--- config.mk ---
export PLATFORM = sky130hd
export DESIGN_NAME = seq_divider
export DESIGN_NICKNAME = d
export VERILOG_FILES = /design/src/rtl/seq_divider.sv
export SDC_FILE = /design/constraint.sdc
export NUM_CORES = 1
export LEC_CHECK = 0
export CORE_MARGIN = 1
export CORE_UTILIZATION = 45
export DETAILED_ROUTE_END_ITERATION = 10
export GPL_TIMING_DRIVEN = 0
export HOLD_SLACK_MARGIN = 0.15
export PLACE_DENSITY = 0.68
export SYNTH_ARGS = -nofsm -noshare
export SYNTH_HDL_FRONTEND = slang
export SYNTH_SLANG_ARGS = --single-unit
--- constraint.sdc ---
create_clock -name clk -period 1.7 [get_ports clk]
set_input_delay 0.425 -clock clk [delete_from_list [all_inputs] [get_ports clk]]
set_output_delay 0.425 -clock clk [all_outputs]
set_load 0.01 [all_outputs]
--- src/rtl/seq_divider.sv ---
// rtl/seq_divider.sv - sequential restoring divider, one quotient bit per clock
// Optional SEQ_DIVIDER_SELFCHECK_EN adds chk_err: q*d+r is checked against the dividend on each result.
module seq_divider #(
  parameter int DIVIDEND_W = 6,
  parameter int DIVISOR_W  = 3
) (
  input  logic                  clk,
  input  logic                  rst_n,
  input  logic                  start,
  input  logic [DIVIDEND_W-1:0] dividend,
  input  logic [DIVISOR_W-1:0]  divisor,
  output logic                  busy,
  output logic                  done,
  output logic [DIVIDEND_W-1:0] quotient,
  output logic [DIVISOR_W-1:0]  remainder,
  output logic                  div_by_zero
`ifdef SEQ_DIVIDER_SELFCHECK_EN
  ,
  output logic                  chk_err
`endif
);

  localparam int CNT_W = (DIVIDEND_W > 1) ? $clog2(DIVIDEND_W) : 1;
  localparam int PR_W  = DIVISOR_W + 1;
  localparam logic [CNT_W-1:0] CNT_INIT = CNT_W'(DIVIDEND_W - 1);

  typedef enum logic [1:0] {S_IDLE, S_RUN, S_DONE} state_t;

  state_t                state_q;
  logic [CNT_W-1:0]      cnt_q;
  logic [DIVIDEND_W-1:0] dvd_q;
  logic [DIVIDEND_W-1:0] quo_q;
  logic [DIVISOR_W-1:0]  dvs_q;
  logic [DIVISOR_W-1:0]  rem_q;
  logic                  zero_q;
  logic                  busy_q;
  logic                  done_q;
  logic                  dbz_q;
  logic [DIVIDEND_W-1:0] quotient_q;
  logic [DIVISOR_W-1:0]  remainder_q;

  logic                  accept;
  logic [PR_W-1:0]       shifted;
  logic                  trial_neg;
  logic [DIVISOR_W-1:0]  trial_rem;
  logic [DIVISOR_W-1:0]  rem_d;
  logic [DIVIDEND_W-1:0] quo_d;

  assign accept  = start && (state_q != S_RUN);
  assign shifted = {rem_q, dvd_q[DIVIDEND_W-1]};
  // rem_q < dvs_q always holds, so the PR_W-bit difference cannot overflow and its MSB is the borrow.
  assign {trial_neg, trial_rem} = shifted - {1'b0, dvs_q};
  assign rem_d = trial_neg ? shifted[DIVISOR_W-1:0] : trial_rem;
  assign quo_d = {quo_q[DIVIDEND_W-2:0], ~trial_neg};

  assign busy        = busy_q;
  assign done        = done_q;
  assign quotient    = quotient_q;
  assign remainder   = remainder_q;
  assign div_by_zero = dbz_q;

`ifdef SEQ_DIVIDER_SELFCHECK_EN
  localparam int PROD_W = DIVIDEND_W + DIVISOR_W + 1;
  logic [DIVIDEND_W-1:0] op_dvd_q;
  logic                  chk_err_q;
  logic [PROD_W-1:0]     recon;

  assign recon   = PROD_W'(quo_q) * PROD_W'(dvs_q) + PROD_W'(rem_q);
  assign chk_err = chk_err_q;
`endif

  always_ff @(posedge clk or negedge rst_n) begin
    if (!rst_n) begin
      state_q     <= S_IDLE;
      cnt_q       <= '0;
      dvd_q       <= '0;
      quo_q       <= '0;
      dvs_q       <= '0;
      rem_q       <= '0;
      zero_q      <= 1'b0;
      busy_q      <= 1'b0;
      done_q      <= 1'b0;
      dbz_q       <= 1'b0;
      quotient_q  <= '0;
      remainder_q <= '0;
`ifdef SEQ_DIVIDER_SELFCHECK_EN
      op_dvd_q    <= '0;
      chk_err_q   <= 1'b0;
`endif
    end else begin
      done_q <= 1'b0;
`ifdef SEQ_DIVIDER_SELFCHECK_EN
      chk_err_q <= 1'b0;
`endif
      // Results are published only while leaving DONE, so partial values never reach the outputs.
      if (state_q == S_DONE) begin
        done_q      <= 1'b1;
        quotient_q  <= quo_q;
        remainder_q <= rem_q;
        dbz_q       <= zero_q;
`ifdef SEQ_DIVIDER_SELFCHECK_EN
        chk_err_q   <= !zero_q && (recon != PROD_W'(op_dvd_q));
`endif
      end

      if (accept) begin
        cnt_q <= CNT_INIT;
        dvs_q <= divisor;
        dvd_q <= dividend;
`ifdef SEQ_DIVIDER_SELFCHECK_EN
        op_dvd_q <= dividend;
`endif
        if (divisor == '0) begin
          quo_q   <= '1;
          rem_q   <= dividend[DIVISOR_W-1:0];
          zero_q  <= 1'b1;
          busy_q  <= 1'b0;
          state_q <= S_DONE;
        end else begin
          quo_q   <= '0;
          rem_q   <= '0;
          zero_q  <= 1'b0;
          busy_q  <= 1'b1;
          state_q <= S_RUN;
        end
      end else begin
        case (state_q)
          S_RUN: begin
            dvd_q <= dvd_q << 1;
            quo_q <= quo_d;
            rem_q <= rem_d;
            if (cnt_q == '0) begin
              busy_q  <= 1'b0;
              state_q <= S_DONE;
            end else begin
              cnt_q <= cnt_q - CNT_W'(1);
            end
          end
          S_DONE:  state_q <= S_IDLE;
          default: state_q <= S_IDLE;
        endcase
      end
    end
  end

endmodule

# Word level (Yosys, flattened, before mapping)
# Index checks and enable logic that the tools add are counted.
[word_totals]
elab_cells = 49
rom_bits = 0
out_inout_bits = 12
ramBits = 0
mem_count = 0
latchBits = 0
inputBits = 12
register_bits = 36
[op_classes]
magnitude_cmp = 0
addsub = 2
n_mux = 22
n_reduce_logical = 7
div_mod_pow = 0
n_bitwise = 1
n_eq_ne = 5
shifts = 0
multipliers = 0
[op_table]
columns = ["op", "count"]
rows = [
  ["$mux W6", 5],
  ["$mux W3", 7],
  ["$mux W2", 4],
  ["$logic_not A3 Y1", 2],
  ["$mux W1", 6],
  ["$reduce_and A2 Y1", 2],
  ["$reduce_bool A2 Y1", 2],
  ["$sub A4 B3 Y4", 1],
  ["$ne A3 B3 Y1 const B", 1],
  ["$sub A3 B1 Y3 const B", 1],
  ["$eq A2 B1 Y1 const B", 1],
  ["$eq A2 B2 Y1 const B", 1],
  ["$ne A2 B1 Y1 const B", 1],
  ["$ne A2 B2 Y1 const B", 1],
  ["$logic_and A1 B1 Y1", 1],
  ["$not A1 Y1", 1],
]

# Logic depth before layout (Yosys ltp)
[logic_depth]
ltp_word = 4
depth_mapped = 7
depth_no_buf = 7

# Least setup slack after synthesis
# Ideal clock, no wire load.
[synth_path]
path_type = "flip-flop to flip-flop"
from = "register rem_q[1]"
to = "register rem_q[0]"
path_buffers = 0
stages_incl_launch_ff = 6
slack_ns = 0.065
period_less_slack_ns = 1.635
required_ns = 1.604
t_arrival_ns = 1.539
setup_ns = 0.096
path_cell_list = "dfrtp_1 > ha_1 > a21oi_2 > a21boi_0 > or2_1 > a311oi_2"
[synth_via]
elab_chain_cells = 4
[synth_rtl]
columns = ["element", "line", "rtl"]
rows = [
  ["start: declaration", "34", "logic [DIVISOR_W-1:0] rem_q;"],
  ["start signal: assignment", "115", "rem_q <= dividend[DIVISOR_W-1:0];"],
  ["start signal: assignment", "131", "rem_q <= rem_d;"],
  ["$sub A4 B3 Y4", "52", "assign {trial_neg, trial_rem} = shifted - {1'b0, dvs_q};"],
  ["$mux W3", "53", "assign rem_d = trial_neg ? shifted[DIVISOR_W-1:0] : trial_rem;"],
  ["$mux W3", "127", "case (state_q)"],
  ["$mux W3", "106", "if (accept) begin"],
]
# No other way between the ends. The select of a mux whose other input is x is not followed.
# A chain may end at the register's enable or synchronous reset.

# Final worst setup path
[layout_path]
from = "register dvd_q[5]"
to = "register rem_q[1]"
[layout_via]
elab_chain_cells = 4
[layout_rtl]
columns = ["element", "line", "rtl"]
rows = [
  ["start: declaration", "31", "logic [DIVIDEND_W-1:0] dvd_q;"],
  ["start signal: assignment", "109", "dvd_q <= dividend;"],
  ["start signal: assignment", "129", "dvd_q <= dvd_q << 1;"],
  ["$sub A4 B3 Y4", "52", ""],
  ["$mux W3", "53", ""],
  ["$mux W3", "127", ""],
  ["$mux W3", "106", ""],
]
# No other way between the ends. The select of a mux whose other input is x is not followed.

==> results.rst <==
.. list-table::
   :header-rows: 1

   * - Metric
     - Value
   * - Fraction of final layout cells sized beyond drive strength 1
     - 0.245
   * - H-tree levels
     - 2
   * - Time the worst path needs with I/O delays and setup
     - 1.67 ns
   * - Arrival time at the worst endpoint
     - 1.84 ns
   * - Fraction of registers with async set/reset
     - 1.00
   * - Clock latency reported for the late side of the worst-skew pair
     - 0.28 ns
   * - Most repeated cell in the gate-level netlist after synthesis
     - dfrtp_1
   * - Post-synth net total
     - 183
   * - Wire length per cell
     - 14.9 microns
   * - Net count, final
     - 217
   * - Most used flip-flop cell after synthesis
     - dfrtp_1
   * - Standard-cell rows
     - 22
   * - Worst supply voltage drop on vdd
     - 0.839 mV
   * - Power per standard cell area
     - 1920 nW/um^2
   * - Number of iterations in the first detailed-routing pass
     - 4
   * - Area growth, synth to finish
     - 26.2%
   * - CTS tree
     - done
   * - Data required time of the worst path
     - 1.87 ns
   * - Number of maximum-capacitance constraint violations
     - 0
   * - Crit Path Category
     - register to register
   * - Number of top-level pins
     - 24
   * - Synth area leaders
     - dfrtp_1, mux2_2, mux2i_1
   * - Clock net sink count
     - 36
   * - Global Route Usage Sum
     - 0.202
   * - Pin count of the biggest net entering global routing
     - 37
   * - DRT antenna net count
     - 0
   * - Synth Register Bits
     - 36
   * - Ordered cell list for the critical path
     - inv_2 -> ha_4 -> inv_2 -> fa_1 -> o21ai_1 -> a21oi_1 -> o31a_1
   * - TritonCTS Buffers
     - 5
   * - Final hold violations
     - 0
   * - Via count of the first global-routing pass
     - 1,337
   * - Number of unique standard cell types used by synthesis
     - 42
   * - Number of enable flip-flop cells after synthesis
     - 0
   * - Slew margin rel.
     - 0.479
   * - Worst Clk Skew
     - 0.00703 ns
   * - Setup TNS after final layout
     - 0 ns
   * - Final worst hold slack
     - 0.218 ns
   * - DRT iter0 DRCs
     - 63
   * - Final number of setup-violating endpoints
     - 0
   * - Startpoint Class
     - register
   * - Initial Util
     - 0.476
   * - Cell taking the most area after synthesis
     - dfrtp_1
   * - Sequential share of the synthesized area
     - 0.505
   * - Post-Synthesis Mean Instance Area
     - 10.8 sq um
   * - Synth top area share
     - 0.505
   * - Hold buffer count at CTS
     - 0
   * - Total DRC errors in the routed layout
     - 0
   * - Routed via count divided by cell count
     - 5.26
   * - Combined area of all synthesized cells
     - 1780 sq um
   * - Input/output buffers
     - 23
   * - Crit Path Max Fanout
     - 3
   * - Number of warning messages in the yosys log
     - 0
   * - Final weighted congestion of routability-driven global placement
     - 0.849
   * - Cell with the largest stage delay on the worst path
     - fa_1
   * - Drt total wl
     - 3710 microns
   * - Longest Clk Path Bufs
     - 2
   * - DIE AREA
     - 4220 sq um
   * - Flop2flop setup slack
     - 0.03 ns
   * - Vias after detailed routing
     - 1,304
   * - Worst Reg2Reg Path Length in Cells
     - 7
   * - Antenna violations before repair
     - 0
   * - CORE AREA
     - 3740 sq um
   * - R2r endpoint
     - rem_q[1]$_DFFE_PN0P_
   * - Crit-path max cell delay
     - 0.45 ns
   * - Die Wd
     - 64.9 microns
   * - Worst reg2reg path startpoint
     - dvd_q[5]$_DFFE_PN0P_
   * - Clock slew at the register clock pins of the worst setup and hold paths
     - 0.07 ns
   * - Slew at the pin closest to its max-slew limit
     - 0.781 ns
   * - Period utilization
     - 0.983
   * - Cell repeated most along the worst path
     - inv_2
   * - Max Freq
     - 0.598 GHz
   * - Class of the tightest hold or removal check
     - primary input to async pin
   * - LEAKAGE
     - 1.01 nW
   * - Most common library cells after synthesis
     - dfrtp_1, nand2_1, o21ai_0, mux2i_1, mux2_2
   * - DIE HEIGHT
     - 64.9 microns
   * - Kind of capture point of the worst setup path
     - register
   * - Mapped Cells
     - 165
   * - RSZ-0062 raised after global routing
     - true
   * - Global-route wire length before repair
     - 6240 microns
   * - Root buffer selected by CTS
     - clkbuf_8
   * - Total gr overflow
     - 0
   * - Placed wire-length estimate
     - 2560 microns
   * - Max-slew violation total from the final report
     - 0
   * - Outcome
     - complete, no violations
   * - Antenna Diode Count
     - 0
## cell type report
type	count	area (sq um)
repair buffers	27	255
clock buffers	8	90.1
multi-input cells	113	847
plain buffers	9	67.6
fillers	342	1490
flip-flops and latches	36	903
inverters	7	26.3
well taps	48	60.1
## sequential cells by signal, indices dropped and copies added, names as in the netlist
| signal | flops |
|---|---|
| cnt_q | 3 |
| quo_q | 6 |
| rem_q | 3 |
| div_by_zero | 1 |
| quotient | 6 |
| zero_q | 1 |
| remainder | 3 |
| dvd_q | 6 |
| busy | 1 |
| state_q | 2 |
| dvs_q | 3 |
| done | 1 |
## cells by family (layout without fill, tap and decap cells)
kind of cell / after synthesis / after routing / share of synthesized area
xor+xnor: 2 / 2 / 0.00983
fa+ha+maj: 6 / 6 / 0.0463
mux: 21 / 21 / 0.125
flops: 36 / 36 / 0.505
simple gates: 51 / 51 / 0.144
buf+inv: 16 / 51 / 0.0477
compound gates: 33 / 33 / 0.122
## how the worst max path moves through the flow
stage                         start  cells past startpoint                    to  slack [ns]
6_report       dvd_q[5]$_DFFE_PN0P_                      7  rem_q[1]$_DFFE_PN0P_        0.03
2_1_floorplan  rem_q[1]$_DFFE_PN0P_                      5  rem_q[0]$_DFFE_PN0P_        0.07
3_5_place_dp             divisor[2]                      5  rem_q[2]$_DFFE_PN0P_       -0.38
3_3_place_gp                  rst_n                      1  dvs_q[2]$_DFFE_PN0P_       -0.54
5_1_grt        rem_q[0]$_DFFE_PN0P_                      5  rem_q[0]$_DFFE_PN0P_       -0.05
4_1_cts        dvd_q[5]$_DFFE_PN0P_                      7  rem_q[1]$_DFFE_PN0P_       -0.03
## timing repair
item / in CTS / in global routing
gates cloned: 0 / 0
pin swaps: 4 / 5
buffers inserted: 2 / 2
gates resized for setup: 10 / 9
hold endpoints to repair: 0 / 0
endpoints found under the setup margin: 5 / 5
## metrics by stage
| step | utilization | instances | setup slack [ns] | power [mW] | instance area, sq um |
|---|---|---|---|---|---|
| final | 0.601 | 248 | 0.0291 | 4.33 | 2250 |
| after global routing | 0.601 | 248 | -0.0538 | 4.68 | 2250 |
| after CTS | 0.590 | 246 | -0.0263 | 4.23 | 2210 |
| after detailed placement | 0.552 | 236 | -0.377 | 3.48 | 2070 |
| after global placement | 0.554 | 236 | -0.537 | 3.40 | 2070 |
| after floorplan | - | 165 | 0.0655 | 2.85 | 1780 |
## critical path: cells and delay by family, from the launching register on
kind	cells	cell delay (ns)
fa+ha+maj	2	0.58
buf+inv	2	0.11
flops	1	0.39
compound gates	3	0.48
## metal layers
layer / GRT usage / part of all wire / vias up / wire (microns)
met2: 0.315 / 0.48 / 35 / 1770
li1: - / - / 641 / -
met5: 0 / 0 / - / 0
met4: 0.0833 / 0.0057 / 0 / 21
met3: 0.0440 / 0.052 / 2 / 192
met1: 0.269 / 0.46 / 626 / 1720
## where the power goes
| part | internal, mW | switching [mW] |
|---|---|---|
| sequential | 1.24 | 0.257 |
| combinational | 1.13 | 1.10 |
| clock | 0.330 | 0.275 |
## layout by cell type (no fill, tap or decap), types with 5 or more instances in the layout
master	count
dfrtp_1	34
nand2_1	26
clkdlybuf4s50_1	22
o21ai_0	16
mux2i_1	11
mux2_2	10
clkbuf_8	6
buf_4	5
(Power assumes the default switching activity.)
